$ cat config.mk
export PLATFORM = sky130hd
export DESIGN_NAME = tfe_job_sequencer
export DESIGN_NICKNAME = d
export VERILOG_FILES = /design/src/rtl/tfe_pkg.sv /design/src/rtl/tfe_down_counter.sv /design/src/rtl/tfe_job_sequencer.sv
export SDC_FILE = /design/constraint.sdc
export NUM_CORES = 1
export LEC_CHECK = 0
export BUFFER_PORTS_ARGS = -buffer_cell sky130_fd_sc_hd__buf_2
export CELL_PAD_IN_SITES_DETAIL_PLACEMENT = 0
export CELL_PAD_IN_SITES_GLOBAL_PLACEMENT = 1
export CORE_AREA = 2 2 79 81
export DETAILED_ROUTE_END_ITERATION = 8
export DIE_AREA = 0 0 81 83
export PLACE_DENSITY = 0.71
export SYNTH_ARGS = -nofsm -noshare
export SYNTH_HDL_FRONTEND = slang
export SYNTH_SLANG_ARGS = --single-unit
$ cat constraint.sdc
create_clock -name clk -period 6.4 [get_ports clk]
set_input_delay 1.28 -clock clk [delete_from_list [all_inputs] [get_ports clk]]
set_output_delay 1.28 -clock clk [all_outputs]
set_load 0.005 [all_outputs]
$ cat src/rtl/tfe_pkg.sv
// rtl/tfe_pkg.sv - shared state encoding and defaults for the TensorFlowE job path
package tfe_pkg;

    localparam int TFE_DATA_W = 8;

    typedef enum logic [2:0] {
        ST_IDLE  = 3'd0,
        ST_CLEAR = 3'd1,
        ST_LOAD  = 3'd2,
        ST_ACCUM = 3'd3,
        ST_READ  = 3'd4,
        ST_WAIT  = 3'd5,
        ST_OUT   = 3'd6
    } tfe_state_e;

    function automatic int tfe_max(input int a, input int b);
        return (a > b) ? a : b;
    endfunction

endpackage

$ cat src/rtl/tfe_down_counter.sv
// rtl/tfe_down_counter.sv - loadable saturating down counter with zero flag
module tfe_down_counter #(
    parameter int W = 8
) (
    input  logic         clk,
    input  logic         rst_n,
    input  logic         load,
    input  logic [W-1:0] load_val,
    input  logic         dec,
    output logic         zero
);

    logic [W-1:0] count;

    // load has priority; decrement stops at zero so the count never wraps
    always_ff @(posedge clk or negedge rst_n) begin
        if (!rst_n) begin
            count <= '0;
        end else if (load) begin
            count <= load_val;
        end else if (dec && (count != '0)) begin
            count <= count - 1'b1;
        end
    end

    assign zero = (count == '0);

endmodule

$ cat src/rtl/tfe_job_sequencer.sv
// rtl/tfe_job_sequencer.sv - job controller: clear, load operands, accumulate, read, return result
module tfe_job_sequencer
    import tfe_pkg::*;
#(
    parameter int DATA_W     = TFE_DATA_W,
    parameter int MAX_LEN    = 16,
    parameter int LEN_W      = 5,
    parameter int ACC_CYCLES = 4,
    parameter int TIMEOUT    = 255
) (
    input  logic              clk,
    input  logic              rst_n,
    input  logic              start,
    input  logic [LEN_W-1:0]  len,
    input  logic [DATA_W-1:0] s_data,
    input  logic              s_valid,
    output logic              s_ready,
    output logic [DATA_W-1:0] m_data,
    output logic              m_valid,
    input  logic              m_ready,
    output logic              busy,
    output logic              done,
    output logic              err,
    output logic [DATA_W-1:0] core_data,
    output logic              core_wr,
    output logic              core_rd,
    output logic              core_clear,
    output logic              core_acc,
    input  logic [DATA_W-1:0] core_dout,
    input  logic              core_vld
);

    localparam int CNT_W = $clog2(tfe_max(ACC_CYCLES, TIMEOUT) + 1);

    tfe_state_e state;
    tfe_state_e state_next;

    logic              beat;
    logic              len_ok;
    logic [LEN_W-1:0]  len_m1;
    logic              beat_load;
    logic              beat_last;
    logic              cyc_load;
    logic              cyc_dec;
    logic [CNT_W-1:0]  cyc_load_val;
    logic              cyc_zero;

    logic [DATA_W-1:0] m_data_d;
    logic [DATA_W-1:0] core_data_d;
    logic              m_valid_d;
    logic              done_d;
    logic              err_d;
    logic              core_wr_d;
    logic              core_rd_d;
    logic              core_clear_d;
    logic              core_acc_d;

    assign s_ready = (state == ST_LOAD);
    assign busy    = (state != ST_IDLE);
    assign beat    = s_valid && s_ready;
    assign len_ok  = (len != '0) && (len <= LEN_W'(MAX_LEN));
    assign len_m1  = len - 1'b1;

    // Beat counter holds "beats remaining after this one", so zero marks the last beat.
    assign beat_load = (state == ST_IDLE) && start && len_ok;

    tfe_down_counter #(.W(LEN_W)) u_beat_cnt (
        .clk      (clk),
        .rst_n    (rst_n),
        .load     (beat_load),
        .load_val (len_m1),
        .dec      (beat),
        .zero     (beat_last)
    );

    // One cycle counter serves ACCUM (accumulate window) and WAIT (result timeout).
    assign cyc_load     = ((state == ST_LOAD) && beat && beat_last) || (state == ST_READ);
    assign cyc_load_val = (state == ST_READ) ? CNT_W'(TIMEOUT - 1) : CNT_W'(ACC_CYCLES);
    assign cyc_dec      = (state == ST_ACCUM) || (state == ST_WAIT);

    tfe_down_counter #(.W(CNT_W)) u_cyc_cnt (
        .clk      (clk),
        .rst_n    (rst_n),
        .load     (cyc_load),
        .load_val (cyc_load_val),
        .dec      (cyc_dec),
        .zero     (cyc_zero)
    );

    // State and registered outputs; reset drops every core control at once.
    always_ff @(posedge clk or negedge rst_n) begin
        if (!rst_n) begin
            state      <= ST_IDLE;
            m_data     <= '0;
            m_valid    <= 1'b0;
            done       <= 1'b0;
            err        <= 1'b0;
            core_data  <= '0;
            core_wr    <= 1'b0;
            core_rd    <= 1'b0;
            core_clear <= 1'b0;
            core_acc   <= 1'b0;
        end else begin
            state      <= state_next;
            m_data     <= m_data_d;
            m_valid    <= m_valid_d;
            done       <= done_d;
            err        <= err_d;
            core_data  <= core_data_d;
            core_wr    <= core_wr_d;
            core_rd    <= core_rd_d;
            core_clear <= core_clear_d;
            core_acc   <= core_acc_d;
        end
    end

    // Next-state selection for the job phases.
    always_comb begin
        state_next = state;
        case (state)
            ST_IDLE:  if (start && len_ok) state_next = ST_CLEAR;
            ST_CLEAR: state_next = ST_LOAD;
            ST_LOAD:  if (beat && beat_last) state_next = ST_ACCUM;
            ST_ACCUM: if (cyc_zero) state_next = ST_READ;
            ST_READ:  state_next = ST_WAIT;
            ST_WAIT: begin
                if (core_vld) begin
                    state_next = ST_OUT;
                end else if (cyc_zero) begin
                    state_next = ST_IDLE;
                end
            end
            ST_OUT:   if (m_ready) state_next = ST_IDLE;
            default:  state_next = ST_IDLE;
        endcase
    end

    // Next values of the registered outputs; the first ACCUM cycle carries the last write, so core_acc starts one cycle later.
    always_comb begin
        core_clear_d = (state_next == ST_CLEAR);
        core_rd_d    = (state_next == ST_READ);
        core_acc_d   = (state == ST_ACCUM) && !cyc_zero;
        core_wr_d    = beat;
        core_data_d  = beat ? s_data : core_data;
        m_valid_d    = m_valid;
        m_data_d     = m_data;
        done_d       = 1'b0;
        err_d        = err;
        case (state)
            ST_IDLE: begin
                if (start) begin
                    if (len_ok) begin
                        err_d = 1'b0;
                    end else begin
                        err_d  = 1'b1;
                        done_d = 1'b1;
                    end
                end
            end
            ST_WAIT: begin
                if (core_vld) begin
                    m_valid_d = 1'b1;
                    m_data_d  = core_dout;
                end else if (cyc_zero) begin
                    err_d  = 1'b1;
                    done_d = 1'b1;
                end
            end
            ST_OUT: begin
                if (m_ready) begin
                    m_valid_d = 1'b0;
                    done_d    = 1'b1;
                end
            end
            default: begin
            end
        endcase
    end

endmodule
Word-level counts from Yosys, hierarchy flattened
Index checks and enable logic that the tools add are counted.
- bits of input ports: 27
- output and inout port bits: 25
- word-level logic and storage cells: 82
- bits in registers: 39
- magnitude comparators: 1
- $add $sub $neg: 3
- reduce and logical (&&, ||, !) cells: 28
- multiplexer cells: 25
- equal/unequal tests: 13
- operators by type and width (cell ; number):
    $mux W8 ; 3
    $pmux W3 S7 ; 1
    $mux W3 ; 6
    $eq A3 B3 Y1 const B ; 4
    $logic_and A1 B1 Y1 ; 11
    $mux W1 ; 10
    $mux W5 ; 2
    $ne A2 B2 Y1 const B ; 5
    $reduce_bool A5 Y1 ; 2
    $sub A5 B1 Y5 const B ; 2
    $logic_not A8 Y1 ; 1
    $reduce_bool A2 Y1 ; 4
    $reduce_bool A8 Y1 ; 1
    $sub A8 B1 Y8 const B ; 1
    $eq A3 B1 Y1 const B ; 2
    $eq A3 B2 Y1 const B ; 2
    $le A5 B5 Y1 const B ; 1
    $logic_not A5 Y1 ; 1
    $pmux W1 S2 ; 2
    $reduce_and A4 Y1 ; 1
    $logic_not A3 Y1 ; 1
    $pmux W1 S3 ; 1
    $reduce_and A3 Y1 ; 1
    $reduce_bool A3 Y1 ; 1
    other kinds (3) ; 4

Logic depth before layout (Yosys ltp)
- depth after elaboration: 6
- depth in mapped cells: 8
- gate-level depth less buffers: 8

By module
Synthesis repeated with hierarchy kept, for this count alone.
- cell total of the unflattened synthesis: 188
- area total of the unflattened synthesis: 2069.5 µm²
- by module, submodules not included (module ; area each (µm²) ; instances ; seq. area each (µm²) ; cells an instance):
    tfe_job_sequencer ; 1237.4 ; 1 ; 650.6 ; 98
    tfe_down_counter at u_cyc_cnt ; 528.0 ; 1 ; 200.2 ; 58
    tfe_down_counter at u_beat_cnt ; 304.0 ; 1 ; 125.1 ; 32

Least setup slack after synthesis
OpenSTA, ideal clock, no wires.
- kind: input to register
- start: input len[3]
- end: register u_beat_cnt.count[2]
- cell stages on the path: 8
- required time: 6.319 ns
- buffers on the path: 0
- setup slack: 3.369 ns
- setup time: 0.081 ns
- data arrival time: 2.951 ns
- cells stage by stage: nor4_1 -> xnor2_1 -> nand2_2 -> mux2i_1 -> ha_1 -> o211ai_1 -> xor2_1 -> mux2i_1
- cells in the longest elaborated chain, start to end: 4
- elaborated cells between the ends (all ways): 6
- those cells by class: order compare: 1; mux: 1; reduce/logical: 4
- RTL lines (what ; RTL line ; text):
    from (decl) ; tfe_job_sequencer.sv:14 ; input logic [LEN_W-1:0] len,
    $le A5 B5 Y1 / $reduce_bool A5 Y1 (equally long branches) ; tfe_job_sequencer.sv:61 ; assign len_ok = (len != '0) && (len <= LEN_W'(MAX_LEN));
    $logic_and A1 B1 Y1 (*) ; tfe_job_sequencer.sv:61 ;
    $logic_and A1 B1 Y1 (*) ; tfe_job_sequencer.sv:65 ; assign beat_load = (state == ST_IDLE) && start && len_ok;
    $mux W5 / $reduce_bool A2 Y1 (equally long branches) ; - ;
    to (signal assigned) ; tfe_down_counter.sv:20 ; count <= load_val;
    to (signal assigned) ; tfe_down_counter.sv:22 ; count <= count - 1'b1;
    to (decl) ; tfe_down_counter.sv:13 ; logic [W-1:0] count;
Every way passes the cells marked *; elsewhere a longest branch is shown, timed or not.
A chain may end at the register's enable or synchronous reset.

Worst setup path in the final report
- start: input len[2]
- end: register u_beat_cnt.count[2]
- cells in the longest elaborated chain, start to end: 4
- elaborated cells between the ends (all ways): 7
- those cells by class: add/sub: 1; order compare: 1; mux: 1; reduce/logical: 4
- RTL lines (what ; RTL line):
    $le A5 B5 Y1 / $reduce_bool A5 Y1 (equally long branches) ; tfe_job_sequencer.sv:61
    $logic_and A1 B1 Y1 ; tfe_job_sequencer.sv:61
    $logic_and A1 B1 Y1 ; tfe_job_sequencer.sv:65
    $mux W5 / $reduce_bool A2 Y1 (equally long branches) ; -
Several ways; a longest one is shown, not always the timed one.

==> key figures <==
Clock tree
  – Clock Tree Buf Depth: 2
  – CTS tree: yes
  – Reg clk slew, reported paths: about 0.080 ns
  – Clk_lat worst skew: 0.29 ns
  – CTS Buf Count: 5
  – TritonCTS Sinks: 39
  – # hold bufs at CTS: 0
  – Cts repair resizes: 0
  – Root Driver: clkbuf_8
  – Post-CTS Setup Bufs: 0
  – Max H-tree Level: 2

Floorplan
  – Core area: ~5800 sq um
  – Num rows: 28
  – Initial core utilization: 34.44%
  – Top Ports: 52
  – Die area: just under 7000 sq um
  – Height of the die: about 83 microns
  – Overall die width: slightly above 80 microns

Drt
  – Final ANT Viol Nets: 0
  – Metal-1 WL: 2038 microns
  – Final routed DRC violation total: 0
  – Drt first pass iters: 4
  – Vias per inst: 5.084
  – Wire length on met3: 205 microns
  – Met2 wire length: 1968 microns
  – 1st-iter DRT viols: 86
  – WL/cell: 13.82 microns
  – Top sig layer: met4
  – DR vias: ~1,600
  – Final wirelength: 4285 microns

Global route
  – Largest net degree at the start of global routing: 40
  – Vias in the first global route: 1,511
  – Global route overflow: 0
  – Initial antenna violation count: 0
  – Total track usage: 14.12%
  – First-pass GRT wire length: 7383 microns

Synth
  – Sequential share of the synthesized area: 48.72%
  – Fraction of registers with async set/reset: 100.0%
  – Synth cell count leaders: 39 x dfrtp_1, 16 x mux2_2, 11 x nor2_1, 10 x nor3_1, 9 x nand3_1
  – Gate Count Post-Synth: 183
  – Mapped Area: 2003 sq um
  – Post-synth top area cell: dfrtp_1
  – Syn_nets: 213
  – Top-count cell post-synth: dfrtp_1
  – Yosys Warn Count: 0
  – Synth Flop Type: dfrtp_1
  – Number of synthesized flops with an enable pin: 0
  – Synth top area share: 48.72%
  – Synth Register Bits: 39
  – Synth area leaders: dfrtp_1 49%, mux2_2 9.0%, mux2i_1 3.5%
  – Netlist cell types: 45
  – Syn avg cell area: 10.95 sq um

Critical path
  – Buffer and inverter count on the worst path: 1
  – Startpoint types: primary input
  – Crit path max fanout: 8
  – Reg-to-Reg Start: state[0]
  – Crit-path cells: buf_2, nor4_1, xnor2_1, nand2_2, mux2i_1, ha_1, o211ai_1, xor2_1, mux2i_1
  – R2R depth: 7
  – Max incr delay on CP: 0.51 ns
  – Reg2reg end: u_beat_cnt.count[2]
  – Critical path class: primary input to flip-flop
  – R2r setup slk: around 3.7 ns
  – Crit. End Element: flip-flop
  – CP max-delay cell: nor4_1
  – Setup crit start: len[2]
  – Most frequent CP cell: mux2i_1
  – Crit path arrival time: between 3 and 4 ns
  – CP Data Required Time: 6.61 ns
  – Crit path max-delay family: simple AND/OR/NAND/NOR gates

Worst hold path
  – Hold-critical path depth: 1
  – WHS Endpoint: m_data[4]
  – HP Class: flip-flop to flip-flop
  – Worst Hold Launch: m_data[4]

STA
  – Setup WS post-layout: around 3.3 ns
  – Final hold viol count: 0
  – Max Fclk: 324.3 MHz
  – Fin Clk Skew: 0.005120 ns
  – RSZ-0062 raised after global routing: no
  – Fin crit share: between 40% and 50%
  – Final setup viols: 0
  – Fin. max-slew vios: 0
  – Slew Limit Headroom: 43.93%
  – Worst-margin pin slew: 0.8411 ns
  – Tmin final: 3.084 ns
  – Post-route setup TNS: 0 ns

Status
  – Outcome: finished, final reports clean

Placement
  – Dpl hpwl: approximately 3200 microns
  – Placed instance area: 2315 sq um
  – Final GP Congestion: about 0.79
  – Dpl ws: between 2 and 3 ns
  – PortBufs: 51

Layout
  – Fill cells: 593
  – Antenna cells: 0
  – Final Cell Area: 2400 sq um
  – Area delta synth->final: 19.80%
  – Nets: 264
  – Share of cells above drive strength 1: roughly a third

Power
  – Pwr/cell area: ~420 nW/um^2
  – Leakage: 1.097 nW
  – Peak VDD IR: between 0.1 and 0.15 mV

Run
  – Max-cap violation count: 0
[area by class of cell]
class	instances	area, sq um	area share (%)
timing repair buffer	51	255.2	10.64
multi-input combinational	130	963.4	40.15
sequential	39	975.9	40.67
tap	75	93.84	3.910
inverter	7	26.28	1.095
clock inverter	2	12.51	0.5214
clock buffer	6	72.57	3.024
[per-layer routing]
metal / vias up / global-route usage [%]
met5: - / 0
met4: 0 / 5.085
met3: 6 / 3.152
met2: 40 / 21.49
met1: 746 / 19.57
li1: 784 / -
[how the worst max path moves through the flow]
| stage | to | slack [ns] | cells past startpoint |
|---|---|---|---|
| after floorplan | u_beat_cnt.count[2] | 3.37 | 8 |
| after global placement | u_beat_cnt.count[2] | 3.05 | 9 |
| after detailed placement | u_beat_cnt.count[2] | 2.98 | 9 |
| after CTS | u_beat_cnt.count[2] | 3.30 | 9 |
| after global routing | u_beat_cnt.count[2] | 3.07 | 9 |
| final | u_beat_cnt.count[2] | 3.32 | 9 |
[worst reg2reg max path: stages (launching register included)]
cell      delay [ns]
dfrtp_1         0.59
nor4b_1         0.80
nand2_2         0.32
mux2i_1         0.24
ha_1            0.24
o211ai_1        0.12
xor2_1          0.16
mux2i_1         0.13
[logic make-up (layout without fill, tap and decap cells)]
group	after synthesis	in the layout	synth area share [%]
adder cells (fa/ha/maj)	3	3	1.874
AO/OA/AOI/OAI	31	31	11.18
buffers and inverters	14	66	3.185
AND/OR/NAND/NOR	65	65	18.93
flip-flops	39	39	48.72
multiplexers	24	24	13.05
XOR/XNOR	7	7	3.061
[state kept, by name, indices dropped and copies added, names as in the netlist]
register	count
core_data	8
m_data	8
u_cyc_cnt.count	8
u_beat_cnt.count	5
state	3
core_acc	1
core_clear	1
core_rd	1
core_wr	1
done	1
err	1
m_valid	1
[per-stage QoR]
step	util, %	std cells	hold WS (ns)	power, W
5_1_grt	41.27	310	0.5115	0.001096
3_5_place_dp	39.80	302	0.4876	0.0008565
2_1_floorplan	-	183	0.5042	0.0007113
6_report	41.27	310	0.5021	0.001005
4_1_cts	41.27	310	0.5064	0.001023
3_3_place_gp	39.80	302	0.4841	0.0008487
[where the power goes]
part | switching (W) | internal, W | total (W)
Combinational | 0.000187 | 0.000209 | 0.000396
Clock | 0.0000860 | 0.0000762 | 0.000162
Sequential | 0.0000997 | 0.000348 | 0.000448
[layout by cell type (no fill, tap or decap), types with 3 or more instances in the layout]
master    netlist  final
o31ai_1         3      3
nand3_1         9      9
inv_1           7      7
a21oi_1         4      4
nor4_1          5      5
nor3_1         10     10
mux2i_1         7      7
buf_2           3     51
xor2_1          3      3
nand2_1         7      7
o21ai_0         6      6
o211ai_1        5      5
mux2_2         16     16
xnor2_1         4      4
dfrtp_1        39     39
clkbuf_8        0      5
or3_1           5      5
nor2_1         11     11
o31a_1          3      3
ha_1            3      3
Note: power is estimated with default switching activity, not from simulation.
